File: src/rtl/bram_flush_pkg.sv
// bram_flush_pkg: shared state encoding, default widths and depth helper for the BRAM flush sequencer
package bram_flush_pkg;
  typedef enum logic [1:0] {IDLE = 2'd0, FLUSH = 2'd1, DONE = 2'd2} state_t;
  localparam int ADDR_WIDTH_DEF = 10;
  localparam int DATA_WIDTH_DEF = 36;
  localparam int FLUSH_STRIDE_DEF = 1;
  function automatic int depth_of(input int addr_width);
    return 1 << addr_width;
  endfunction
endpackage

File: src/rtl/bram_flush_addr_gen.sv
// bram_flush_addr_gen: strided flush address counter with carry-out detection of the last write
module bram_flush_addr_gen
  import bram_flush_pkg::*;
#(
  parameter int ADDR_WIDTH = ADDR_WIDTH_DEF,
  parameter int FLUSH_STRIDE = FLUSH_STRIDE_DEF
) (
  input  logic                  clk,
  input  logic                  reset_n,
  input  logic                  clear,
  input  logic                  step,
  output logic [ADDR_WIDTH-1:0] addr,
  output logic                  last
);
  localparam logic [ADDR_WIDTH:0] STEP = (ADDR_WIDTH + 1)'(FLUSH_STRIDE);
  logic [ADDR_WIDTH:0] sum;
  assign sum  = {1'b0, addr} + STEP;
  assign last = sum[ADDR_WIDTH];
  // counter sits at 0 while idle so every flush starts from address 0
  always_ff @(posedge clk or negedge reset_n)
    if (!reset_n) addr <= '0;
    else addr <= clear ? '0 : step ? sum[ADDR_WIDTH-1:0] : addr;
endmodule

File: src/rtl/bram_flush_sequencer.sv
// bram_flush_sequencer: walks all BRAM addresses writing the flush word, else registers user writes through; BRAM_FLUSH_PROGRESS_EN adds flush_count
module bram_flush_sequencer
  import bram_flush_pkg::*;
#(
  parameter int ADDR_WIDTH = ADDR_WIDTH_DEF,
  parameter int DATA_WIDTH = DATA_WIDTH_DEF,
  parameter int FLUSH_STRIDE = FLUSH_STRIDE_DEF
) (
  input  logic                  clk,
  input  logic                  reset_n,
  input  logic                  flush_const,
  input  logic                  flush_req,
  output logic                  flush_busy,
  output logic                  flush_done,
  input  logic                  user_wen,
  input  logic [ADDR_WIDTH-1:0] user_addr,
  input  logic [DATA_WIDTH-1:0] user_wdata,
  output logic                  user_stall,
  output logic                  bram_wen,
  output logic [ADDR_WIDTH-1:0] bram_addr,
  output logic [DATA_WIDTH-1:0] bram_wdata
`ifdef BRAM_FLUSH_PROGRESS_EN
  ,
  output logic [ADDR_WIDTH:0]   flush_count
`endif
);
  state_t state;
  logic [ADDR_WIDTH-1:0] gen_addr;
  logic last;
  bram_flush_addr_gen #(
    .ADDR_WIDTH(ADDR_WIDTH),
    .FLUSH_STRIDE(FLUSH_STRIDE)
  ) u_addr_gen (
    .clk(clk),
    .reset_n(reset_n),
    .clear(state == IDLE),
    .step(state == FLUSH),
    .addr(gen_addr),
    .last(last)
  );
  // FSM and registered BRAM port mux; user write still wins the request cycle, dropped writes raise user_stall
  always_ff @(posedge clk or negedge reset_n)
    if (!reset_n) begin
      state      <= IDLE;
      flush_busy <= 1'b0;
      flush_done <= 1'b0;
      user_stall <= 1'b0;
      bram_wen   <= 1'b0;
      bram_addr  <= '0;
      bram_wdata <= '0;
    end else begin
      flush_done <= 1'b0;
      case (state)
        IDLE: begin
          bram_wen   <= user_wen;
          bram_addr  <= user_addr;
          bram_wdata <= user_wdata;
          user_stall <= 1'b0;
          if (flush_req) begin
            state      <= FLUSH;
            flush_busy <= 1'b1;
          end
        end
        FLUSH: begin
          bram_wen   <= 1'b1;
          bram_addr  <= gen_addr;
          bram_wdata <= {DATA_WIDTH{flush_const}};
          user_stall <= user_wen;
          if (last) state <= DONE;
        end
        DONE: begin
          bram_wen   <= 1'b0;
          flush_busy <= 1'b0;
          flush_done <= 1'b1;
          user_stall <= user_wen;
          state      <= IDLE;
        end
        default: state <= IDLE;
      endcase
    end
`ifdef BRAM_FLUSH_PROGRESS_EN
  // progress counter: cleared on flush entry, one per issued flush write, held afterwards
  always_ff @(posedge clk or negedge reset_n)
    if (!reset_n) flush_count <= '0;
    else if (state == IDLE && flush_req) flush_count <= '0;
    else if (state == FLUSH) flush_count <= flush_count + 1'b1;
`endif
endmodule

File: config.mk
export PLATFORM = sky130hd
export DESIGN_NAME = bram_flush_sequencer
export DESIGN_NICKNAME = d
export VERILOG_FILES = /design/src/rtl/bram_flush_pkg.sv /design/src/rtl/bram_flush_addr_gen.sv /design/src/rtl/bram_flush_sequencer.sv
export SDC_FILE = /design/constraint.sdc
export NUM_CORES = 1
export LEC_CHECK = 0
export ABC_CLOCK_PERIOD_IN_PS = 4100
export BUFFER_PORTS_ARGS = -buffer_cell sky130_fd_sc_hd__clkbuf_2
export CORE_MARGIN = 2
export CORE_UTILIZATION = 30
export DETAILED_ROUTE_END_ITERATION = 10
export HOLD_SLACK_MARGIN = 0.15
export PLACE_DENSITY_LB_ADDON = 0.08
export SLEW_MARGIN = 20
export SYNTH_ARGS = -nofsm -noshare
export SYNTH_HDL_FRONTEND = slang
export SYNTH_SLANG_ARGS = --single-unit
File: constraint.sdc
create_clock -name clk -period 4.1 [get_ports clk]
set_input_delay 0.82 -clock clk [delete_from_list [all_inputs] [get_ports clk]]
set_output_delay 0.82 -clock clk [all_outputs]
set_load 0.01 [all_outputs]
==> impl_metrics.toml <==
[global_route]
overflow = 0
antenna_found_initial = 0
grt_max_degree = 62
grt_pass1_wl_microns = 11300
grt_usage_pct = 14.0
grt_pass1_vias = 2257

[yosys]
yosys_warnings = 0
ys_types = 30
syn_area_per_cell_sq_um = 10.2
synthCells = 284
synth_area_sq_mm = 0.00289
synth_nets = 340
ys_seq_area_share_pct = 53.7
ys_ff_latch = 62

[worst_setup_path]
path_cells = "inv_1 > ha_4 > buf_4 > nor2b_1 > a211oi_1 > nor2_1"
worst-setup-path-type = "reg2reg"
required_ns = 4.31
cp_slowest_cell = "buf_4"
crit_path_max_incr_delay_ns = 0.60
crit_fanout = 61
crit_arrival_ns = 2.40
start_kind = "flop"
end_kind = "flop"
r2r_setup_slack_ns = 1.91

[layout]
fin_util_pct = 40.1
drive_above_1_share_pct = 33.5
area_growth_pct = 28.8
final_nets = 433
num_antenna_cells = 0
final_common_cell = "clkbuf_2"
final_cell_mix = "99 x clkbuf_2, 62 x dfrtp_1, 41 x nor2_1, 38 x nor2b_1, 36 x a211oi_1"

[timing]
skew_ns = 0.00566
finalSetupViolCount = 0
relSlewSlack_pct = 56.1
max_freq_ghz = 0.457
final-hold-violation-count = 0
layout_min_cycle_time_ns = 2.19
fin_crit_sh_pct = 53.4
rsz0062_at_grt = "no"
finalSetupTns_ns = 0
slew_violations = 0
tightestPinTransition_ns = 0.659

[clocking]
post_cts_resize_count = 0
cts_tree = "built"
cts_max_level = 3
numCtsBuffers = 9
cts_hold_buf = 0
cts_sinks = 62
clk_path_buf_depth = 2
clk_latency_ns = 0.33
clkSlewWorstSetupHoldPaths_ns = 0.07
postCtsSetupBuffers = 0
cts_root_buffer = "clkbuf_8"

[power_and_ir_drop]
power_density_mw_per_mm2 = 725
ir_drop_mv = 0.216
leakage_uw = 0.00174
combPwrFrac_pct = 41.8
clock_power_share_pct = 21.7
swShare_pct = 37.4
power.switching_uw = 1010
power.share.sequential_pct = 36.5
p_int_uw = 1690

[flow_run]
drv_cap = 0

[detailed_routing]
drt-pass1-iter-count = 4
vias_per_cell = 4.61
totalWireLength_microns = 6990
ant_nets = 0
via_count = 2357
wire_per_inst_microns = 13.7
drcViolationCount = 0
drt_iter0_markers = 86

[floorplanning]
core-area_sq_mm = 0.00928
rows = 35
ioPinCount = 101
die_y_microns = 102
die-width_microns = 102
start_util_pct = 31.1
design.die.area_sq_mm = 0.0104

[place]
routabilityCongestion = 0.662
hpwlAfterDp_microns = 4640
io_buffer_count = 100

[status]
status = "finished, final reports clean"

[min_path]
min_path_type = "reg2reg"
-- Yosys cell counts --
library cell / number / share of area, %
or3_2: 2 / 0.52
a21oi_2: 1 / 0.30
nand2_1: 16 / 2.1
nor4_1: 1 / 0.22
nand3_1: 3 / 0.52
o31ai_1: 1 / 0.26
o21ai_0: 17 / 2.9
or3_1: 2 / 0.43
nor2b_1: 39 / 8.4
ha_1: 5 / 2.2
mux2i_1: 13 / 4.5
xor2_1: 3 / 0.91
buf_2: 11 / 1.9
inv_1: 3 / 0.39
and3_1: 1 / 0.22
nand4_1: 2 / 0.43
o2bb2ai_1: 1 / 0.30
o22a_1: 1 / 0.30
o22ai_1: 1 / 0.22
a211oi_1: 36 / 9.3
nand4_4: 1 / 0.74
or4_1: 1 / 0.26
buf_1: 2 / 0.26
dfrtp_1: 62 / 54
nor2_1: 41 / 5.3
xnor2_1: 1 / 0.30
or4_4: 1 / 0.39
o2111ai_2: 1 / 0.52
a21oi_1: 5 / 0.87
clkbuf_1: 10 / 1.3
-- sequential cells by signal, indices dropped and copies added (netlist names) --
signal	count
state	2
bram_wdata	36
bram_addr	10
user_stall	1
flush_done	1
flush_busy	1
u_addr_gen.addr	10
bram_wen	1
-- critical path: cells and delay by family (launching register included) --
kind	cells	cell delay [ns]
AO/OA/AOI/OAI	1	0.28
adder cells (fa/ha/maj)	1	0.42
flip-flops	1	0.43
buffers and inverters	2	0.73
AND/OR/NAND/NOR	2	0.16
-- final cells by class --
class / count / area [sq um]
fillers: 1003 / 5560
flip-flops and latches: 62 / 1550
multi-input cells: 196 / 1250
repair buffers: 105 / 538
well taps: 129 / 161
clock buffers: 12 / 145
clock inverters: 4 / 70.1
inverters: 3 / 11.3
-- through the flow --
stage | power (uW) | hold WS [ns] | setup WS [ns] | cell area (sq um) | cells
final | 2700 | 0.486 | 1.91 | 3720 | 511
after global routing | 2930 | 0.527 | 1.66 | 3720 | 511
after CTS | 2750 | 0.498 | 1.84 | 3720 | 511
after detailed placement | 2150 | 0.482 | 1.87 | 3510 | 495
after global placement | 2150 | 0.465 | 1.90 | 3510 | 495
after floorplan | 1730 | 0.480 | 2.46 | 2890 | 284
-- layer usage --
metal  track usage (%)  vias up  part of all wire [%]
li1                  -     1164                     -
met1              20.3     1104                    50
met2              19.8       78                    41
met3              3.42       11                   7.2
met4              6.15        0                   1.8
met5                 0        -                     0
-- power groups by stage --
| stage | registers [uW] | logic [uW] | clock network (uW) |
|---|---|---|---|
| after CTS | 991 | 1150 | 605 |
| after global placement | 1010 | 1140 | 0 |
| final | 986 | 1130 | 584 |
| after global routing | 1020 | 1280 | 630 |
| after floorplan | 1100 | 625 | 0 |
| after detailed placement | 996 | 1150 | 0 |
-- logic make-up after synthesis --
family	Yosys count	share of synthesized area, %
simple gates	110	19.6
compound gates	64	15.1
flops	62	53.7
buf+inv	26	3.85
mux	13	4.50
fa+ha+maj	5	2.16
xor+xnor	4	1.21
-- final timing paths --
| kind | depth (start not counted) | startpoint | end |
|---|---|---|---|
| hold / removal | 2 | user_stall$_DFFE_PN0P_ | user_stall$_DFFE_PN0P_ |
| setup reg to reg | 6 | state[0]$_DFFE_PN0P_ | bram_wdata[4]$_DFFE_PN0P_ |
| max in group asynchronous | 2 | reset_n | flush_busy$_DFFE_PN0P_ |
| hold reg to reg | 2 | user_stall$_DFFE_PN0P_ | user_stall$_DFFE_PN0P_ |
| setup / recovery | 6 | state[0]$_DFFE_PN0P_ | bram_wdata[4]$_DFFE_PN0P_ |
| min in group asynchronous | 1 | reset_n | bram_addr[6]$_DFFE_PN0P_ |
No activity file was read; power rests on OpenSTA's default activity.
